===== src/rtl/riscv_mem_arbiter.sv =====
// riscv_mem_arbiter
//   Arbitrates the single shared memory port between the instruction-fetch
//   requester and the load/store requester. The winner's request is
//   registered onto mem_* and held until mem_ready. Read data is latched into
//   the owner's rdata register, and the owner's valid pulses for one cycle.
//   Data wins ties, but a streak counter hands the port to a pending fetch
//   after MAX_D_STREAK consecutive data grants.
//
// Ports
//   clk, reset        : clock, asynchronous active-high reset
//   if_req/if_addr    : fetch request (held until if_valid)
//   if_rdata/if_valid : fetched instruction, one-cycle completion pulse
//   d_req/d_we/d_addr/d_wdata/d_be : load/store request (held until d_valid)
//   d_rdata/d_valid   : load data, one-cycle completion pulse
//   mem_req/mem_we/mem_addr/mem_wdata/mem_be : registered memory request
//   mem_rdata/mem_ready : memory read data and completion
//   owner             : 00 none, 01 fetch, 10 data
module riscv_mem_arbiter #(
  parameter int ADDR_W       = 32,
  parameter int DATA_W       = 32,
  parameter int MAX_D_STREAK = 4
) (
  input  logic                clk,
  input  logic                reset,
  input  logic                if_req,
  input  logic [ADDR_W-1:0]   if_addr,
  output logic [DATA_W-1:0]   if_rdata,
  output logic                if_valid,
  input  logic                d_req,
  input  logic                d_we,
  input  logic [ADDR_W-1:0]   d_addr,
  input  logic [DATA_W-1:0]   d_wdata,
  input  logic [DATA_W/8-1:0] d_be,
  output logic [DATA_W-1:0]   d_rdata,
  output logic                d_valid,
  output logic                mem_req,
  output logic                mem_we,
  output logic [ADDR_W-1:0]   mem_addr,
  output logic [DATA_W-1:0]   mem_wdata,
  output logic [DATA_W/8-1:0] mem_be,
  input  logic [DATA_W-1:0]   mem_rdata,
  input  logic                mem_ready,
  output logic [1:0]          owner
);

  localparam int STREAK_W = $clog2(MAX_D_STREAK + 1);
  localparam logic [STREAK_W-1:0] STREAK_MAX = STREAK_W'(MAX_D_STREAK);

  typedef enum logic [1:0] {IDLE, ACCESS, RESP} state_t;
  typedef enum logic [1:0] {
    OWN_NONE  = 2'b00,
    OWN_FETCH = 2'b01,
    OWN_DATA  = 2'b10
  } owner_t;

  state_t              state, state_next;
  owner_t              owner_q;
  logic                grant_d, grant_f;
  logic [STREAK_W-1:0] streak;

  always_ff @(posedge clk or posedge reset) begin
    if (reset) state <= IDLE;
    else       state <= state_next;
  end

  // Grants are only issued from IDLE; requests are ignored elsewhere.
  always_comb begin
    state_next = state;
    grant_d    = 1'b0;
    grant_f    = 1'b0;
    case (state)
      IDLE: begin
        grant_d = d_req && (!if_req || (streak != STREAK_MAX));
        grant_f = if_req && !grant_d;
        if (grant_d || grant_f) state_next = ACCESS;
      end
      ACCESS: if (mem_ready) state_next = RESP;
      RESP:   state_next = IDLE;
      default: state_next = IDLE;
    endcase
  end

  always_ff @(posedge clk or posedge reset) begin
    if (reset) begin
      mem_req   <= 1'b0;
      mem_we    <= 1'b0;
      mem_addr  <= '0;
      mem_wdata <= '0;
      mem_be    <= '0;
      owner_q   <= OWN_NONE;
      streak    <= '0;
      if_rdata  <= '0;
      d_rdata   <= '0;
    end else if (grant_d) begin
      mem_req   <= 1'b1;
      mem_we    <= d_we;
      mem_addr  <= d_addr;
      mem_wdata <= d_wdata;
      mem_be    <= d_be;
      owner_q   <= OWN_DATA;
      // A data grant only happens with fetch pending while streak < max,
      // so the saturation branch is a guard rather than a live path.
      if (if_req)
        streak <= (streak == STREAK_MAX) ? STREAK_MAX : streak + STREAK_W'(1);
      else
        streak <= '0;
    end else if (grant_f) begin
      mem_req   <= 1'b1;
      mem_we    <= 1'b0;
      mem_addr  <= if_addr;
      mem_wdata <= '0;
      mem_be    <= '1;
      owner_q   <= OWN_FETCH;
      streak    <= '0;
    end else if ((state == ACCESS) && mem_ready) begin
      mem_req <= 1'b0;
      if (!mem_we) begin
        if (owner_q == OWN_FETCH) if_rdata <= mem_rdata;
        else                      d_rdata  <= mem_rdata;
      end
    end else if (state == RESP) begin
      owner_q <= OWN_NONE;
    end
  end

  assign if_valid = (state == RESP) && (owner_q == OWN_FETCH);
  assign d_valid  = (state == RESP) && (owner_q == OWN_DATA);
  assign owner    = owner_q;

endmodule

===== config.mk =====
export PLATFORM = sky130hd
export DESIGN_NAME = riscv_mem_arbiter
export DESIGN_NICKNAME = d
export VERILOG_FILES = /design/src/rtl/riscv_mem_arbiter.sv
export SDC_FILE = /design/constraint.sdc
export NUM_CORES = 1
export LEC_CHECK = 0
export ABC_AREA = 0
export CAP_MARGIN = 30
export CORE_MARGIN = 1
export CORE_UTILIZATION = 41
export CTS_CLUSTER_DIAMETER = 60
export DETAILED_ROUTE_END_ITERATION = 6
export PLACE_DENSITY = 0.88
export SETUP_SLACK_MARGIN = 0.5
export SLEW_MARGIN = 20
export SYNTH_ARGS = -nofsm -noshare
export SYNTH_HDL_FRONTEND = slang
export SYNTH_SLANG_ARGS = --single-unit
export TNS_END_PERCENT = 20

===== constraint.sdc =====
create_clock -name clk -period 5.9 [get_ports clk]
set_clock_uncertainty 0.15 [all_clocks]
set_input_delay 1.18 -clock clk [delete_from_list [all_inputs] [get_ports clk]]
set_output_delay 1.18 -clock clk [all_outputs]
set_load 0.02 [all_outputs]

# Yosys cells after proc, flatten, opt, wreduce, memory -nomap -nowiden
# Index checks and enable logic that the tools add are counted.
[word_totals]
out_inout_bits = 138
input_bits = 138
register_bits = 141
[op_classes]
reduce_logical = 17
bitwise_logic = 4
eq_ne = 9
addsub = 1
muxes = 24
[op_table]
columns = ["cell", "n"]
rows = [
  ["$mux 32", 4],
  ["$mux 2", 6],
  ["$mux 3", 4],
  ["$reduce_and 5->1", 2],
  ["$mux 4", 2],
  ["$mux 1", 7],
  ["$ne 3x3->1 const B", 2],
  ["$reduce_bool 3->1", 2],
  ["$logic_and 1x1->1", 5],
  ["$eq 2x1->1 const B", 2],
  ["$eq 2x2->1 const B", 2],
  ["$ne 2x2->1 const B", 2],
  ["$not 1->1", 4],
  ["$pmux 2 s2", 1],
  ["$reduce_and 2->1", 2],
  ["$add 3x1->3 const B", 1],
  ["$eq 3x3->1 const B", 1],
  ["$logic_not 1->1", 2],
  ["$logic_not 2->1", 1],
  ["$logic_or 1x1->1", 2],
  ["$reduce_bool 2->1", 1],
]

# Depth between registers and ports, before layout
# Gate-level depths: netlist of run 1.
[depth]
ltp_word = 8
ltp_mapped = 7
ltp_nobuf = 5

# Least setup slack after synthesis of run 1
# Ideal clock, no wire load.
[synth_timing]
kind = "reg2out"
start = "register state[0]"
end = "output d_valid"
stages_incl_launch_ff = 3
arrival_ns = 1.148
required_ns = 4.570
setup_slack_ns = 3.422
path_cell_list = "dfrtp_1 nand2b_1 nor3b_1"
[synth_via]
elab_chain_cells = 2
[synth_lines]
columns = ["element", "line_no", "text"]
rows = [
  ["start, declared", "56", "state_t state, state_next;"],
  ["start signal, assigned", "63", "else state <= state_next;"],
  ["$eq 2x2->1", "127", "assign d_valid = (state == RESP) && (owner_q == OWN_DATA);"],
  ["$logic_and 1x1->1", "127", ""],
  ["end, declared", "35", "output logic d_valid,"],
]
# No other way between the ends.

# Worst setup path after layout of run 1
# Ends and elaborated chain as after synthesis.

==> metrics.log, run 1 <==
[metrics] status: completed
[metrics] average wire per cell in the routed design: 19.4 µm
[metrics] TritonCTS Sinks: 141
[metrics] setup violators final: 0
[metrics] Post-Route WL: 16.3 mm
[metrics] number of violations of the max-capacitance limit: 0
[metrics] nature of the critical path startpoint: flop
[metrics] number of global-route vias before repair: 4834
[metrics] Peak Freq: 298 MHz
[metrics] Gate Count Post-Synth: 375
[metrics] class of the most critical setup path: flop to output pin
[metrics] pre-CTS setup slack: 1860 ps
[metrics] Critical Path End Type: output pin
[metrics] port bufs: 275
[metrics] overall routing resource usage: 0.237
[metrics] slew at the pin closest to its max-slew limit: 601 ps
[metrics] number of inserted filler cells in the final layout: 913
[metrics] Synthesis Warnings: 0
[metrics] count of H-tree levels built during CTS: 4
[metrics] synthesized flop and latch total: 141
[metrics] data required time at the worst endpoint: 4570 ps
[metrics] static leakage: 4.04 nW
[metrics] synthesized area per cell: 15.2 µm²
[metrics] floorplan core area: 13400 µm²
[metrics] drt first-iter violations: 168
[metrics] half-perimeter wire length after detailed placement: 11.7 mm
[metrics] worst-case register-to-register setup slack: 3560 ps
[metrics] worst flop-to-flop path startpoint: state[1]$_DFFE_PP0P_
[metrics] RSZ-0062 raised after global routing: false
[metrics] maximum number of pins on one net before global-route repair: 110
[metrics] Die Span X: 120 µm
[metrics] CTS-repair resized insts: 0
[metrics] count of vias placed by the detailed router: 4446
[metrics] clock tree from TritonCTS: built
[metrics] num rows: 42
[metrics] most used flip-flop cell after synthesis: dfrtp_1
[metrics] minimum setup slack in the final design: 2550 ps
[metrics] commonest cells after routing, fill and taps aside: clkdlybuf4s50_1 (275), dfrtp_1 (141), a22o_1 (34)
[metrics] last element of the critical path: d_valid
[metrics] last weighted congestion value of the routability-driven placer: 0.771
[metrics] initial antenna violation count: 0
[metrics] path type of the worst min-delay path: flop to flop
[metrics] CTS Root Buffer Type: clkbuf_16
[metrics] async set or reset register ratio after synthesis: 1.00
[metrics] drt pass-1 iters: 4
[metrics] Post-synth EDFFs: 0
[metrics] commonest non-fill, non-tap cell in the layout: clkdlybuf4s50_1
[metrics] number of buffers created by CTS: 17
[metrics] power per standard cell area: 584 nW/µm²
[metrics] min cycle time layout: 3350 ps
[metrics] cell area after synthesis: 5690 µm²
[metrics] Post-Route Hold Slack: 345 ps
[metrics] latest clock arrival within the worst-skew pair: 410 ps
[metrics] area added between synthesis and finish: 62.6%
[metrics] die outline area: 14300 µm²
[metrics] count of buffers added by post-CTS timing repair for setup: 0
[metrics] effective utilization at floorplan: 0.424
[metrics] total area of sequential cells: 3530 µm²
[metrics] max-slew headroom at the worst pin: 0.599
[metrics] crit path max fanout: 6
[metrics] post-synthesis net count: 515
[metrics] number of nets in the finished design: 789
[metrics] first element of the critical path: state[0]$_DFFE_PP0P_
[metrics] signal arrival time at the worst endpoint: 2020 ps
[metrics] area occupied by multi-input gates: 1960 µm²
[metrics] global-route wire length before repair: 25.6 mm
[metrics] Unique masters post-synth: 32
[metrics] terminus of the critical flop-to-flop path: mem_wdata[13]$_DFFE_PP0P_
[metrics] DIE HEIGHT: 120 µm
[metrics] Worst VDD drop: 0.261 mV
[metrics] hold bufs inserted after CTS: 0
[metrics] Inserted Diodes: 0
[metrics] maximum number of buffers from clock root to sink: 2
[metrics] IO Pins: 276
[metrics] register area share after synthesis: 0.620
[metrics] clock-pin slew reported for the worst setup and hold paths after clock tree synthesis: 60 ps
[metrics] Fin. Hold Viols: 0
[metrics] GR Overflow Total: 0
[metrics] length in cells of the worst reg-to-reg path: 5
[metrics] TNS Setup: 0 ps
[metrics] fin crit share: 0.568
[metrics] layout cells sized above 1: 0.157
[metrics] number of vias per cell: 5.31
[metrics] DRC errors left: 0
[metrics] number of nets still failing antenna checks after routing: 0
[metrics] Slew Limit Fails: 0
-- logic make-up after synthesis --
| family | share of synthesized area |
|---|---|
| AO/OA/AOI/OAI | 0.169 |
| adder cells (fa/ha/maj) | 0.00440 |
| buffers and inverters | 0.0370 |
| flip-flops | 0.620 |
| multiplexers | 0.148 |
| AND/OR/NAND/NOR | 0.0211 |
-- layer usage --
| metal | track usage | vias up | part of all wire |
|---|---|---|---|
| met5 | 0 | - | 0 |
| met2 | 0.400 | 238 | 0.51 |
| li1 | - | 1963 | - |
| met3 | 0.0618 | 42 | 0.064 |
| met1 | 0.277 | 2203 | 0.40 |
| met4 | 0.120 | 0 | 0.032 |
-- worst min path at each step --
stage | end | slack, ps | cells after the start | start
finish | mem_be[1]$_DFFE_PP0P_ | 350 | 1 | mem_be[1]$_DFFE_PP0P_
global route | mem_wdata[8]$_DFFE_PP0P_ | 370 | 1 | mem_wdata[8]$_DFFE_PP0P_
CTS | mem_be[1]$_DFFE_PP0P_ | 350 | 1 | mem_be[1]$_DFFE_PP0P_
detailed placement | mem_wdata[27]$_DFFE_PP0P_ | 330 | 1 | mem_wdata[27]$_DFFE_PP0P_
global placement | mem_be[1]$_DFFE_PP0P_ | 320 | 1 | mem_be[1]$_DFFE_PP0P_
floorplan | streak[2]$_DFFE_PP0P_ | 380 | 1 | streak[2]$_DFFE_PP0P_
-- registers in the layout, indices dropped and copies added (netlist names) --
name	count
mem_be	4
owner	2
mem_req	1
d_rdata	32
mem_wdata	32
if_rdata	32
mem_addr	32
streak	3
mem_we	1
state	2
-- power by group --
| group | switching [mW] | total, mW | internal (mW) |
|---|---|---|---|
| Clock | 0.406 | 1.13 | 0.719 |
| Combinational | 1.20 | 2.56 | 1.36 |
| Sequential | 0.292 | 1.72 | 1.43 |
| Total | 1.90 | 5.40 | 3.51 |
-- metrics by stage --
stage               instance area [µm²]  total power [mW]  cells  utilization
detailed placement                 8580              4.28    804        0.640
floorplan                          5690              3.02    375            -
finish                             9250              5.40    838        0.690
global route                       9250              5.66    838        0.690
CTS                                9210              5.44    836        0.687
global placement                   8520              4.14    801        0.636
-- Yosys cell counts (5+ instances only) --
cell type | n | area, µm²
buf_2 | 11 | 55.1
clkbuf_1 | 9 | 33.8
inv_1 | 7 | 26.3
dfrtp_1 | 141 | 3530
buf_6 | 8 | 90.1
nor2_1 | 5 | 18.8
mux2_2 | 26 | 293
mux2_4 | 30 | 450
a221o_1 | 32 | 320
mux2_1 | 8 | 90.1
a21boi_0 | 31 | 233
a22o_1 | 34 | 298
-- cell type report --
class | count | share of cell area
Tap cell | 176 | 0.0238
Multi-Input combinational cell | 198 | 0.211
Inverter | 7 | 0.00338
Sequential cell | 141 | 0.381
Timing Repair Buffer | 284 | 0.312
Clock inverter | 14 | 0.0208
Clock buffer | 18 | 0.0475
-- critical path: stages, from the launching register on --
cell,delay [ps]
dfrtp_1,480
nand2b_1,230
nor3b_1,230
clkdlybuf4s50_1,670
Note: power is estimated with default switching activity, not from simulation.
==> inputs of run 2 (changes only) <==
==> constraint.sdc (replaced) <==
create_clock -name clk -period 3.5 [get_ports clk]
set_clock_uncertainty 0.15 [all_clocks]
set_input_delay 0.7 -clock clk [delete_from_list [all_inputs] [get_ports clk]]
set_output_delay 0.7 -clock clk [all_outputs]
set_load 0.02 [all_outputs]
==> run 2 against run 1 <==
Net effect: sequential share of layout area grew 0.38 points; worst setup slack lost 1900 ps; critical path depth is the same; total power grew 65%; register-to-register slack lost 2300 ps; utilization shrank 0.68 points; final cell count shrank 0.36%; global-route usage shrank 0.76 points; die area is the same; final area shrank 0.99%; critical path type unchanged; largest cell class unchanged.
==> metrics.log, run 2 (synthesized netlist as in run 1, its figures left out) <==
[metrics] latest clock arrival within the worst-skew pair: 410 ps
[metrics] die outline area: 14300 µm²
[metrics] data required time at the worst endpoint: 2650 ps
[metrics] hold path startpoint: mem_be[3]$_DFFE_PP0P_
[metrics] Post-Route WL: 15.7 mm
[metrics] port bufs: 275
[metrics] Inserted Diodes: 0
[metrics] path type of the worst min-delay path: flop to flop
[metrics] TritonCTS Sinks: 141
[metrics] Comb pwr share: 0.477
[metrics] static leakage: 3.99 nW
[metrics] Cells after DPL: 805
[metrics] drt pass-1 iters: 4
[metrics] drt first-iter violations: 185
[metrics] number of violations of the max-capacitance limit: 0
[metrics] DRC errors left: 0
[metrics] initial antenna violation count: 0
[metrics] clock-pin slew reported for the worst setup and hold paths after clock tree synthesis: 50 ps
[metrics] setup violators final: 0
[metrics] crit path max fanout: 6
[metrics] slew at the pin closest to its max-slew limit: 727 ps
[metrics] count of vias placed by the detailed router: 4405
[metrics] number of nets still failing antenna checks after routing: 0
[metrics] portion of total power attributed to sequential cells: 0.323
[metrics] Die Span X: 120 µm
[metrics] number of buffers created by CTS: 17
[metrics] overall routing resource usage: 0.229
[metrics] number of vias per cell: 5.28
[metrics] Worst VDD drop: 0.482 mV
[metrics] class of the most critical setup path: flop to output pin
[metrics] RSZ-0062 raised after global routing: false
[metrics] Post-Route Hold Slack: 336 ps
[metrics] internal power component: 5.79 mW
[metrics] status: completed
[metrics] number of nets in the finished design: 788
[metrics] layout cells sized above 1: 0.152
[metrics] Fin. Hold Viols: 0
[metrics] maximum number of buffers from clock root to sink: 2
[metrics] average wire per cell in the routed design: 18.7 µm
[metrics] commonest cells after routing, fill and taps aside: clkdlybuf4s50_1 (275), dfrtp_1 (141), a22o_1 (34)
[metrics] num rows: 42
[metrics] CTS Root Buffer Type: clkbuf_16
[metrics] power per standard cell area: 975 nW/µm²
[metrics] area added between synthesis and finish: 61.0%
[metrics] share of the core filled with cells: 0.684
[metrics] fin crit share: 0.808
[metrics] signal arrival time at the worst endpoint: 1980 ps
[metrics] max-slew headroom at the worst pin: 0.515
[metrics] Critical Path End Type: output pin
[metrics] number of global-route vias before repair: 4778
[metrics] half-perimeter wire length after detailed placement: 11.0 mm
[metrics] switching power summed over all nets: 3.14 mW
[metrics] commonest non-fill, non-tap cell in the layout: clkdlybuf4s50_1
[metrics] GR Overflow Total: 0
[metrics] effective utilization at floorplan: 0.424
[metrics] count of H-tree levels built during CTS: 4
[metrics] nature of the critical path startpoint: flop
[metrics] number of inserted filler cells in the final layout: 923
[metrics] floorplan core area: 13400 µm²
[metrics] Slew Limit Fails: 0
[metrics] clock share of power: 0.200
[metrics] min cycle time layout: 2830 ps
[metrics] count of buffers added by post-CTS timing repair for setup: 0
[metrics] CTS-repair resized insts: 0
[metrics] last weighted congestion value of the routability-driven placer: 0.744
[metrics] maximum number of pins on one net before global-route repair: 142
[metrics] hold bufs inserted after CTS: 0
[metrics] Post-Layout Cell Count: 835
[metrics] DIE HEIGHT: 120 µm
[metrics] TNS Setup: 0 ps
[metrics] worst flop-to-flop path startpoint: state[1]$_DFFE_PP0P_
[metrics] Peak Freq: 354 MHz
[metrics] clock tree from TritonCTS: built
[metrics] global-route wire length before repair: 25.0 mm
[metrics] IO Pins: 276
[metrics] fraction of power spent switching nets: 0.352
[metrics] first element of the critical path: state[0]$_DFFE_PP0P_
-- run 2: worst max-delay path, cell delays in order (launching register included) --
cell and delay, ps:
dfrtp_1 470, nand2b_1 210, nor3b_1 210, clkdlybuf4s50_1 680
-- run 2: per-layer routing --
layer	global-route usage	vias up	part of all wire
li1	-	1954	-
met1	0.265	2194	0.40
met2	0.391	223	0.50
met3	0.0637	34	0.074
met4	0.110	0	0.029
met5	0	-	0
-- run 2: layout make-up --
| cell class | instances | area, µm² | share of cell area |
|---|---|---|---|
| Clock buffer | 19 | 443 | 0.0484 |
| Clock inverter | 11 | 145 | 0.0158 |
| Multi-Input combinational cell | 198 | 1960 | 0.213 |
| Sequential cell | 141 | 3530 | 0.385 |
| Timing Repair Buffer | 283 | 2840 | 0.310 |
| Inverter | 7 | 30.0 | 0.00328 |
| Tap cell | 176 | 220 | 0.0240 |
-- run 2: path summary, 6_finish.rpt --
path	cells after the start	endpoint	slack [ps]
min	1	mem_be[3]$_DFFE_PP0P_	340
min reg2reg	1	mem_be[3]$_DFFE_PP0P_	340
min in group asynchronous	3	if_rdata[14]$_DFFE_PP0P_	710
max	3	d_valid	670
max reg2reg	5	mem_wdata[2]$_DFFE_PP0P_	1250
max in group asynchronous	3	mem_wdata[1]$_DFFE_PP0P_	1970
-- run 2: stage by stage --
stage	setup WS, ps	cell area [µm²]	power [mW]
2_1_floorplan	887	5690	5.10
3_3_place_gp	903	8570	6.99
3_5_place_dp	834	8570	7.16
4_1_cts	641	9160	9.00
5_1_grt	569	9160	9.36
6_report	674	9160	8.93
-- run 2: power by group through the flow --
stage	logic, mW	registers (mW)	clock network, mW
4_1_cts	4.30	2.88	1.82
2_1_floorplan	1.36	3.73	0
3_5_place_dp	4.28	2.88	0
5_1_grt	4.49	2.98	1.90
3_3_place_gp	4.16	2.83	0
6_report	4.26	2.88	1.79
==> inputs of run 3 (changes only) <==
--- a/config.mk
+++ b/config.mk
@@ -8,10 +8,10 @@
 export ABC_AREA = 0
 export CAP_MARGIN = 30
 export CORE_MARGIN = 1
-export CORE_UTILIZATION = 41
+export CORE_UTILIZATION = 37
 export CTS_CLUSTER_DIAMETER = 60
 export DETAILED_ROUTE_END_ITERATION = 6
-export PLACE_DENSITY = 0.88
+export PLACE_DENSITY = 0.84
 export SETUP_SLACK_MARGIN = 0.5
 export SLEW_MARGIN = 20
 export SYNTH_ARGS = -nofsm -noshare
==> constraint.sdc (replaced) <==
create_clock -name clk -period 2.6 [get_ports clk]
set_clock_uncertainty 0.15 [all_clocks]
set_input_delay 0.52 -clock clk [delete_from_list [all_inputs] [get_ports clk]]
set_output_delay 0.52 -clock clk [all_outputs]
set_load 0.02 [all_outputs]
==> run 3 against run 2 <==
Net effect: hold slack improved by 2.7 ps; first-iteration DRC count increased by 1.6%; final area increased by 0.93%; critical path type unchanged; largest power group unchanged; highest routed layer unchanged.
==> metrics.log, run 3 (synthesized netlist as in run 1, its figures left out) <==
[metrics] drt pass-1 iters: 5
[metrics] status: completed
[metrics] number of buffers created by CTS: 17
[metrics] average wire per cell in the routed design: 18.7 µm
[metrics] Worst VDD drop: 0.639 mV
[metrics] static leakage: 4.06 nW
[metrics] power per standard cell area: 1300 nW/µm²
[metrics] placed instance area: 8670 µm²
[metrics] area added between synthesis and finish: 62.5%
[metrics] count of buffers added by post-CTS timing repair for setup: 0
[metrics] hold bufs inserted after CTS: 0
[metrics] worst flop-to-flop path startpoint: streak[0]$_DFFE_PP0P_
[metrics] fin crit share: 0.810
[metrics] TNS Setup: 0 ps
[metrics] Post-Route WL: 15.9 mm
[metrics] path type of the worst min-delay path: flop to flop
[metrics] Fin. Hold Viols: 0
[metrics] Slew Limit Fails: 0
[metrics] worst-case register-to-register setup slack: 680 ps
[metrics] count of H-tree levels built during CTS: 4
[metrics] crit path max fanout: 6
[metrics] slew at the pin closest to its max-slew limit: 413 ps
[metrics] overall routing resource usage: 0.207
[metrics] class of the most critical setup path: flop to output pin
[metrics] num rows: 44
[metrics] Inserted Diodes: 0
[metrics] last weighted congestion value of the routability-driven placer: 0.783
[metrics] data required time at the worst endpoint: 1930 ps
[metrics] count of vias placed by the detailed router: 4362
[metrics] DRC errors left: 0
[metrics] clock tree from TritonCTS: built
[metrics] initial antenna violation count: 0
[metrics] clock-pin slew reported for the worst setup and hold paths after clock tree synthesis: 60 ps
[metrics] DIE HEIGHT: 126 µm
[metrics] Layout Cell Area excl Fill: 9250 µm²
[metrics] layout cells sized above 1: 0.165
[metrics] number of vias per cell: 5.13
[metrics] number of stages on the worst hold path: 1
[metrics] maximum number of buffers from clock root to sink: 2
[metrics] die outline area: 15900 µm²
[metrics] Critical Path End Type: output pin
[metrics] length in cells of the worst reg-to-reg path: 6
[metrics] number of nets still failing antenna checks after routing: 0
[metrics] drt first-iter violations: 188
[metrics] hold-critical path endpoint: d_rdata[24]$_DFFE_PP0P_
[metrics] Peak Freq: 475 MHz
[metrics] max-slew headroom at the worst pin: 0.725
[metrics] latest clock arrival within the worst-skew pair: 410 ps
[metrics] commonest cells after routing, fill and taps aside: clkdlybuf4s50_1 (270), dfrtp_1 (140), a22o_1 (34)
[metrics] number of nets in the finished design: 793
[metrics] min cycle time layout: 2110 ps
[metrics] half-perimeter wire length after detailed placement: 11.5 mm
[metrics] setup violators final: 0
[metrics] GR Overflow Total: 0
[metrics] global-route wire length before repair: 25.3 mm
[metrics] signal arrival time at the worst endpoint: 1440 ps
[metrics] effective utilization at floorplan: 0.386
[metrics] hold path startpoint: d_rdata[24]$_DFFE_PP0P_
[metrics] port bufs: 275
[metrics] Die Span X: 126 µm
[metrics] terminus of the critical flop-to-flop path: mem_addr[6]$_DFFE_PP0P_
[metrics] nature of the critical path startpoint: flop
[metrics] number of violations of the max-capacitance limit: 0
[metrics] TritonCTS Sinks: 141
[metrics] commonest non-fill, non-tap cell in the layout: clkdlybuf4s50_1
[metrics] maximum number of pins on one net before global-route repair: 75
[metrics] RSZ-0062 raised after global routing: true
[metrics] CTS-repair resized insts: 10
[metrics] number of global-route vias before repair: 4781
[metrics] IO Pins: 276
[metrics] CTS Root Buffer Type: clkbuf_16
[metrics] floorplan core area: 14800 µm²
## run 3: per-layer routing
layer	routed length, µm	track usage	up-vias
met1	6330	0.244	2185
met3	1210	0.0692	16
li1	-	-	1962
met5	0	0	-
met4	254	0.0822	0
met2	8110	0.347	199
## run 3: power by group
group	internal (mW)	switching, mW	total (mW)
combinational	3.09	2.71	5.80
sequential	3.24	0.614	3.86
clock	1.41	0.932	2.34
total	7.75	4.25	12.0
## run 3: critical path, stage by stage, from the launching register on
cell and delay, ps:
dfrtp_2 450, nand2b_1 200, nor3b_1 210, buf_4 180
## run 3: how the worst max path moves through the flow
stage | from | end | slack [ps] | cells after the start
after floorplan | reset | d_rdata[0]$_DFFE_PP0P_ | 170 | 1
final | state[0]$_DFFE_PP0P_ | d_valid | 490 | 3
after detailed placement | if_req | mem_addr[0]$_DFFE_PP0P_ | 250 | 5
after global placement | if_req | mem_addr[3]$_DFFE_PP0P_ | 270 | 5
after global routing | state[0]$_DFFE_PP0P_ | d_valid | 410 | 3
after CTS | state[0]$_DFFE_PP0P_ | if_valid | 430 | 3
## run 3: layout make-up
| cell class | instances | area (µm²) |
|---|---|---|
| Inverter | 7 | 30.0 |
| Multi-Input combinational cell | 198 | 1960 |
| Tap cell | 184 | 230 |
| Sequential cell | 141 | 3530 |
| Fill cell | 1102 | 5510 |
| Timing Repair Buffer | 288 | 2930 |
| Clock buffer | 18 | 429 |
| Clock inverter | 14 | 145 |
## run 3: metrics by stage
step | utilization | hold WS [ps] | worst slack [ps] | total power [mW] | std cells
final | 0.627 | 339 | 494 | 12.0 | 850
after global routing | 0.627 | 361 | 407 | 12.6 | 850
after CTS | 0.626 | 343 | 431 | 12.1 | 850
after detailed placement | 0.588 | 330 | 250 | 9.71 | 818
after global placement | 0.588 | 323 | 273 | 9.51 | 818
after floorplan | - | 380 | 167 | 6.86 | 375
